--- config.mk ---
export PLATFORM = sky130hd
export DESIGN_NAME = serial_fa_ctrl
export DESIGN_NICKNAME = d
export VERILOG_FILES = /design/src/rtl/serial_fa_ctrl.sv
export SDC_FILE = /design/constraint.sdc
export NUM_CORES = 1
export LEC_CHECK = 0
export BUFFER_PORTS_ARGS = -buffer_cell sky130_fd_sc_hd__buf_2
export CAP_MARGIN = 15
export CORE_ASPECT_RATIO = 0.5
export CORE_MARGIN = 3
export CORE_UTILIZATION = 48
export DETAILED_ROUTE_END_ITERATION = 16
export PLACE_DENSITY = 0.71
export SLEW_MARGIN = 20
export SYNTH_ARGS = -nofsm -noshare
export SYNTH_HDL_FRONTEND = slang
export SYNTH_SLANG_ARGS = --single-unit
--- constraint.sdc ---
create_clock -name clk -period 1.75 [get_ports clk]
set_clock_uncertainty 0.2 [all_clocks]
set_input_delay 0.175 -clock clk [delete_from_list [all_inputs] [get_ports clk]]
set_output_delay 0.175 -clock clk [all_outputs]
set_load 0.01 [all_outputs]
--- src/rtl/serial_fa_ctrl.sv ---
// rtl/serial_fa_ctrl.sv - bit-serial add/subtract controller around one 1-bit full adder
module serial_fa_ctrl #(
  parameter int W = 8
) (
  input  logic         clk,
  input  logic         rst,
  input  logic         start,
  input  logic [W-1:0] a,
  input  logic [W-1:0] b,
  input  logic         cin,
  input  logic         sub,
  output logic         busy,
  output logic         done,
  output logic [W-1:0] sum,
  output logic         cout,
  output logic         overflow
);

  localparam int CW = (W > 1) ? $clog2(W) : 1;
  localparam logic [CW-1:0] LAST_CNT = CW'(W - 1);

  typedef enum logic [1:0] {
    S_IDLE = 2'd0,
    S_RUN  = 2'd1,
    S_DONE = 2'd2
  } state_t;

  state_t        state_q, state_d;
  logic [W-1:0]  opa_q, opa_d;
  logic [W-1:0]  opb_q, opb_d;
  logic [W-1:0]  res_q, res_d;
  logic [W-1:0]  sum_q, sum_d;
  logic          carry_q, carry_d;
  logic          cout_q, cout_d;
  logic          ovf_q, ovf_d;
  logic [CW-1:0] cnt_q, cnt_d;

  logic fa_s;
  logic fa_c;
  logic last_step;

  // The single shared full-adder cell.
  assign fa_s      = opa_q[0] ^ opb_q[0] ^ carry_q;
  assign fa_c      = (opa_q[0] & opb_q[0]) | (opa_q[0] & carry_q) | (opb_q[0] & carry_q);
  assign last_step = (cnt_q == LAST_CNT);

  always_ff @(posedge clk) begin
    if (rst) begin
      state_q <= S_IDLE;
    end else begin
      state_q <= state_d;
    end
  end

  always_comb begin
    state_d = state_q;
    case (state_q)
      S_IDLE:  if (start) state_d = S_RUN;
      S_RUN:   if (last_step) state_d = S_DONE;
      S_DONE:  state_d = S_IDLE;
      default: state_d = S_IDLE;
    endcase
  end

  always_comb begin
    busy = (state_q == S_RUN);
    done = (state_q == S_DONE);
  end

  always_comb begin
    opa_d   = opa_q;
    opb_d   = opb_q;
    res_d   = res_q;
    sum_d   = sum_q;
    carry_d = carry_q;
    cout_d  = cout_q;
    ovf_d   = ovf_q;
    cnt_d   = cnt_q;
    if (state_q == S_IDLE && start) begin
      // Subtraction is A + ~B + 1, so the inversion and the +1 happen at load.
      opa_d   = a;
      opb_d   = sub ? ~b : b;
      carry_d = sub ? 1'b1 : cin;
      cnt_d   = '0;
    end else if (state_q == S_RUN) begin
      opa_d   = opa_q >> 1;
      opb_d   = opb_q >> 1;
      res_d   = {fa_s, res_q[W-1:1]};
      carry_d = fa_c;
      cnt_d   = cnt_q + CW'(1);
      if (last_step) begin
        // carry_q here is the carry into the MSB; fa_c is the carry out of it.
        sum_d  = {fa_s, res_q[W-1:1]};
        cout_d = fa_c;
        ovf_d  = carry_q ^ fa_c;
        cnt_d  = '0;
      end
    end
  end

  always_ff @(posedge clk) begin
    if (rst) begin
      opa_q   <= '0;
      opb_q   <= '0;
      res_q   <= '0;
      sum_q   <= '0;
      carry_q <= 1'b0;
      cout_q  <= 1'b0;
      ovf_q   <= 1'b0;
      cnt_q   <= '0;
    end else begin
      opa_q   <= opa_d;
      opb_q   <= opb_d;
      res_q   <= res_d;
      sum_q   <= sum_d;
      carry_q <= carry_d;
      cout_q  <= cout_d;
      ovf_q   <= ovf_d;
      cnt_q   <= cnt_d;
    end
  end

  assign sum      = sum_q;
  assign cout     = cout_q;
  assign overflow = ovf_q;

endmodule

; ---- Word level (Yosys, flattened, before mapping)
; Cells that the tools add are included.
[classes]
n_addsub = 1
n_eq_ne = 5
mux = 12
bitwise = 10
n_reduce_logical = 7
[op_table]
columns = cell, n
row1 = 8-bit 2-to-1 mux, 5
row2 = 8-bit inverter, 1
row3 = 2-bit 2-to-1 mux, 2
row4 = 2-bit one-hot mux with 2 select lines, 1
row5 = 2-bit AND reduction, 2
row6 = 3-bit by 1-bit adder with 3-bit output (second input constant), 1
row7 = 1-bit bitwise AND, 3
row8 = 3-bit == test (second input constant), 1
row9 = 1-bit 2-to-1 mux, 3
row10 = 3-bit 2-to-1 mux, 1
row11 = 3-bit AND reduction, 1
row12 = 1-bit bitwise XOR, 3
row13 = 2-bit by 1-bit == test with 1-bit output (second input constant), 1
row14 = 2-bit == test (second input constant), 1
row15 = 2-bit zero test, 1
row16 = 2-bit by 1-bit inequality test with 1-bit output (second input constant), 1
row17 = 2-bit inequality test (second input constant), 1
row18 = 1-bit bitwise OR, 2
row19 = 2-bit nonzero test, 1
row20 = 2-bit OR reduction, 1
row21 = 1-bit logical AND, 1
row22 = 1-bit inverter, 1
[totals]
register_bits = 40
input_bits = 21
out_inout_bits = 12
word_cells = 44

; ---- Logic depth before layout (Yosys ltp)
[logic_depth]
ltp_word = 5
depth_mapped = 6
depth_no_buf = 5

; ---- Least setup slack after synthesis
; OpenSTA, ideal clock, no wires.
[synth_path]
path_kind = register to register
from = register cnt_q[0]
to = register cnt_q[0]
setup_time_ps = 86
arrival_time_ps = 1221
t_required_ps = 1464
path_slack_ps = 244
stages_incl_launch_ff = 5
path_buffers = 0
synth_period_minus_slack_ps = 1506
cell_sequence = dfxtp_1 ha_1 ha_1 or3_1 a211oi_1
[synth_between]
elab_chain_cells = 2
word_cells_on_any_way = 3
cone_classes = add/sub: 1 / eq/ne: 1 / mux: 1
[synth_rtl]
columns = item, line_no
row1 = "start, declared", 36  ; logic [CW-1:0] cnt_q, cnt_d;
row2 = "start signal, assigned", 119  ; cnt_q <= cnt_d;
row3 = 3-bit by 1-bit adder with 3-bit output or 3-bit == test (tied branches), "90, 45"
row4 = 3-bit 2-to-1 mux (*), 91  ; if (last_step) begin
; Every way passes the cells marked *; elsewhere a longest branch is shown, timed or not.
; A chain may end at the register's enable or synchronous reset.

; ---- Worst setup path in the final report
[layout_path]
from = register state_q[0]
to = output busy
[layout_between]
elab_chain_cells = 1
[layout_rtl]
columns = item, line_no
row1 = "start, declared", 28  ; state_t state_q, state_d;
row2 = "start signal, assigned", 51  ; state_q <= state_d;
row3 = 2-bit by 1-bit == test with 1-bit output, 66  ; busy = (state_q == S_RUN);
row4 = "end, declared", 12  ; output logic busy,
; No other way between the ends.

==> metrics.cfg <==
[critical_path]
crit_required_ns = 1.37
startpoint_type = flop
crit_buf_inv = 2
crit_arrival_ns = 1.28
crit_fanout = 9
critPathCaptureType = primary output
crit_family = flip-flops
cp-startpoint = state_q[0]
cp_slowest_cell = dfxtp_1
worstSetupPathType = reg -> out
cp_cell_sequence = nand2b_2, clkinv_2, buf_2
cpPeakStageDelay_ns = 0.51
r2r_start = cnt_q[0]

[cts]
cts-root-buf = clkbuf_8
post-cts-setup-buffers = 0
insertion_delay_ns = 0.29
cts_max_level = 2
tritoncts = yes
numCtsBuffers = 5
cts.sinks = 39
clk_pin_slew_worst_paths_ns = 0.08
clk_path_buf_depth = 2

[detailed_routing]
routed_via_density = 5.084
post_drt_wl_per_cell_um = 12.65
final_antenna_net_count = 0
drc = 0
num_vias = 1388
routed_wl_mm = 3.453
drtIter0Drc = 39
drt-pass1-iter-count = 4

[finish]
antenna-diode-count = 0
layout_commonest_cell = dfxtp_1
syn2layout_area_growth_pct = 20.80
final_cell_mix = dfxtp_1 (38), nand2_1 (33), buf_2 (32)
post-route-util_pct = 64.60
layout.nets = 248
multiInputGateArea_um2 = 849.6
fill_cells = 295
seqCellArea_um2 = 782.0
drive_above_1_share_pct = 26.67

[logic_synthesis]
synth-main-ff-cell = dfxtp_1
synth_cell_types = 33
synth_compound_area_share_pct = 16.28
avgSynthCellArea_um2 = 9.216
synthMuxAreaShare_pct = 7.007
synth_nets = 210
synth_area_um2 = 1714
yosysWarnings = 0
seq_area_frac_synth_pct = 45.55
synth_adder_area_share_pct = 2.628
async_flop_share_pct = 0
synth_cells = 186
synth_edf_count = 0
synth-seq-cells = 39
yosys.area_share.simple_pct = 18.54
yosys.area_share.xor_xnor_pct = 4.599
synth_top_family_by_area = simple AND/OR/NAND/NOR gates

[placement]
portBuffers = 32
dp_hpwl_mm = 2.367
globalplace.congestion = 0.7477
pre_cts_ws_ns = 0.1097

[power]
ir_worst_vdd_mv = 0.4073
power_density_nw_per_um2 = 946.1
total_power_mw = 1.959
total_leakage_power_nw = 0.8582

[global_routing]
track_usage_pct = 17.37
grt_max_degree = 29
grt_pass1_wl_mm = 5.809
first_global_vias = 1334
overflow = 0
antenna_found_initial = 0

[timing]
hold_violations = 0
drv_slew = 0
worst_slack_ns = 0.09339
hold-worst-slack_ns = 0.02434
setup_viol = 0
rsz0062_at_grt = no
max_slew_margin_pct = 68.62
finalCritPeriodShare_pct = 94.66
setup_tns_ns = 0
tightest_slew_ns = 0.4707
period_minus_slack_ns = 1.657
fmax_mhz = 603.6

[floorplan]
start_util_pct = 53.47
core_um2 = 3206
dieArea_um2 = 4368
die_y_um = 48.26
row_count = 14
die_w_um = 90.51
num_io_pins = 33

[worst_hold_path]
min-delay-start = a[3]
hp-class = in -> reg

[status]
status = complete, no violations

[flow_run]
cap_violations = 0

[metal layers]
metal	wire length (um)	GRT usage, %	vias to the layer above
met2	1605	32.31	30
met1	1627	19.51	633
met5	0	0	-
met4	53	8.511	0
li1	-	-	718
met3	166	5.239	7
[final timing paths]
path / end / cells past startpoint / slack (ns)
worst max-delay path: busy / 3 / 0.09
worst min-delay path: opa_q[3] / 3 / 0.02
worst max register to register: cnt_q[0] / 4 / 0.11
worst min register to register: sum[2] / 2 / 0.25
[synth_stat cells (3+ instances only)]
cell type  instances  area share, %
a211oi_1           8            3.5
a21oi_1           18            5.3
a2bb2oi_1          4            2.0
buf_2              4            1.2
clkbuf_1           5            1.1
dfxtp_1           39             46
mux2i_1           12            7.0
nand2_1           33            7.2
nand2b_1           3            1.1
nand3b_1           8            3.5
nor2_1            13            2.8
nor3_1             3           0.88
o21ai_0            3           0.88
o31ai_1            4            1.8
xnor2_1            5            2.6
xor2_1             4            2.0
[area by class of cell]
type	instances	area share, %
flip-flops and latches	39	37.76
clock buffers	6	3.988
multi-input cells	132	41.03
repair buffers	44	12.21
well taps	48	2.900
inverters	2	0.4230
clock inverters	2	1.692
[per-stage QoR]
stage / instance area (um^2) / std cells
5_1_grt: 2071 / 273
6_report: 2071 / 273
3_3_place_gp: 1932 / 264
4_1_cts: 2063 / 273
3_5_place_dp: 1932 / 264
2_1_floorplan: 1714 / 186
[worst register-to-register path: stages (launching register included)]
cell and delay (ns):
dfxtp_1 0.33, ha_1 0.21, ha_1 0.22, or3_1 0.38, a211oi_2 0.23
[logic make-up (layout without fill, tap and decap cells)]
kind of cell / Yosys count / in the layout
AO/OA/AOI/OAI: 42 / 42
XOR/XNOR: 9 / 9
adder cells (fa/ha/maj): 3 / 3
buffers and inverters: 15 / 54
flip-flops: 39 / 39
multiplexers: 12 / 12
AND/OR/NAND/NOR: 66 / 66
[power breakdown]
group	switching (mW)	internal [mW]
registers	0.0271	0.927
clock network	0.314	0.461
logic	0.119	0.111
total	0.460	1.50
[sequential cells by signal (all words and copies together) (netlist names)]
signal    flops
opb_q         8
overflow      1
cnt_q         3
res_q         7
sum           8
carry_q       1
cout          1
opa_q         8
state_q       2
[what timing repair did]
item                                    4_1_cts  5_1_grt
endpoints found under the setup margin        1        8
endpoints found under the hold margin         1        0
gates resized for setup                       2        3
hold buffers                                  1        0
No activity file was read; power rests on OpenSTA's default activity.
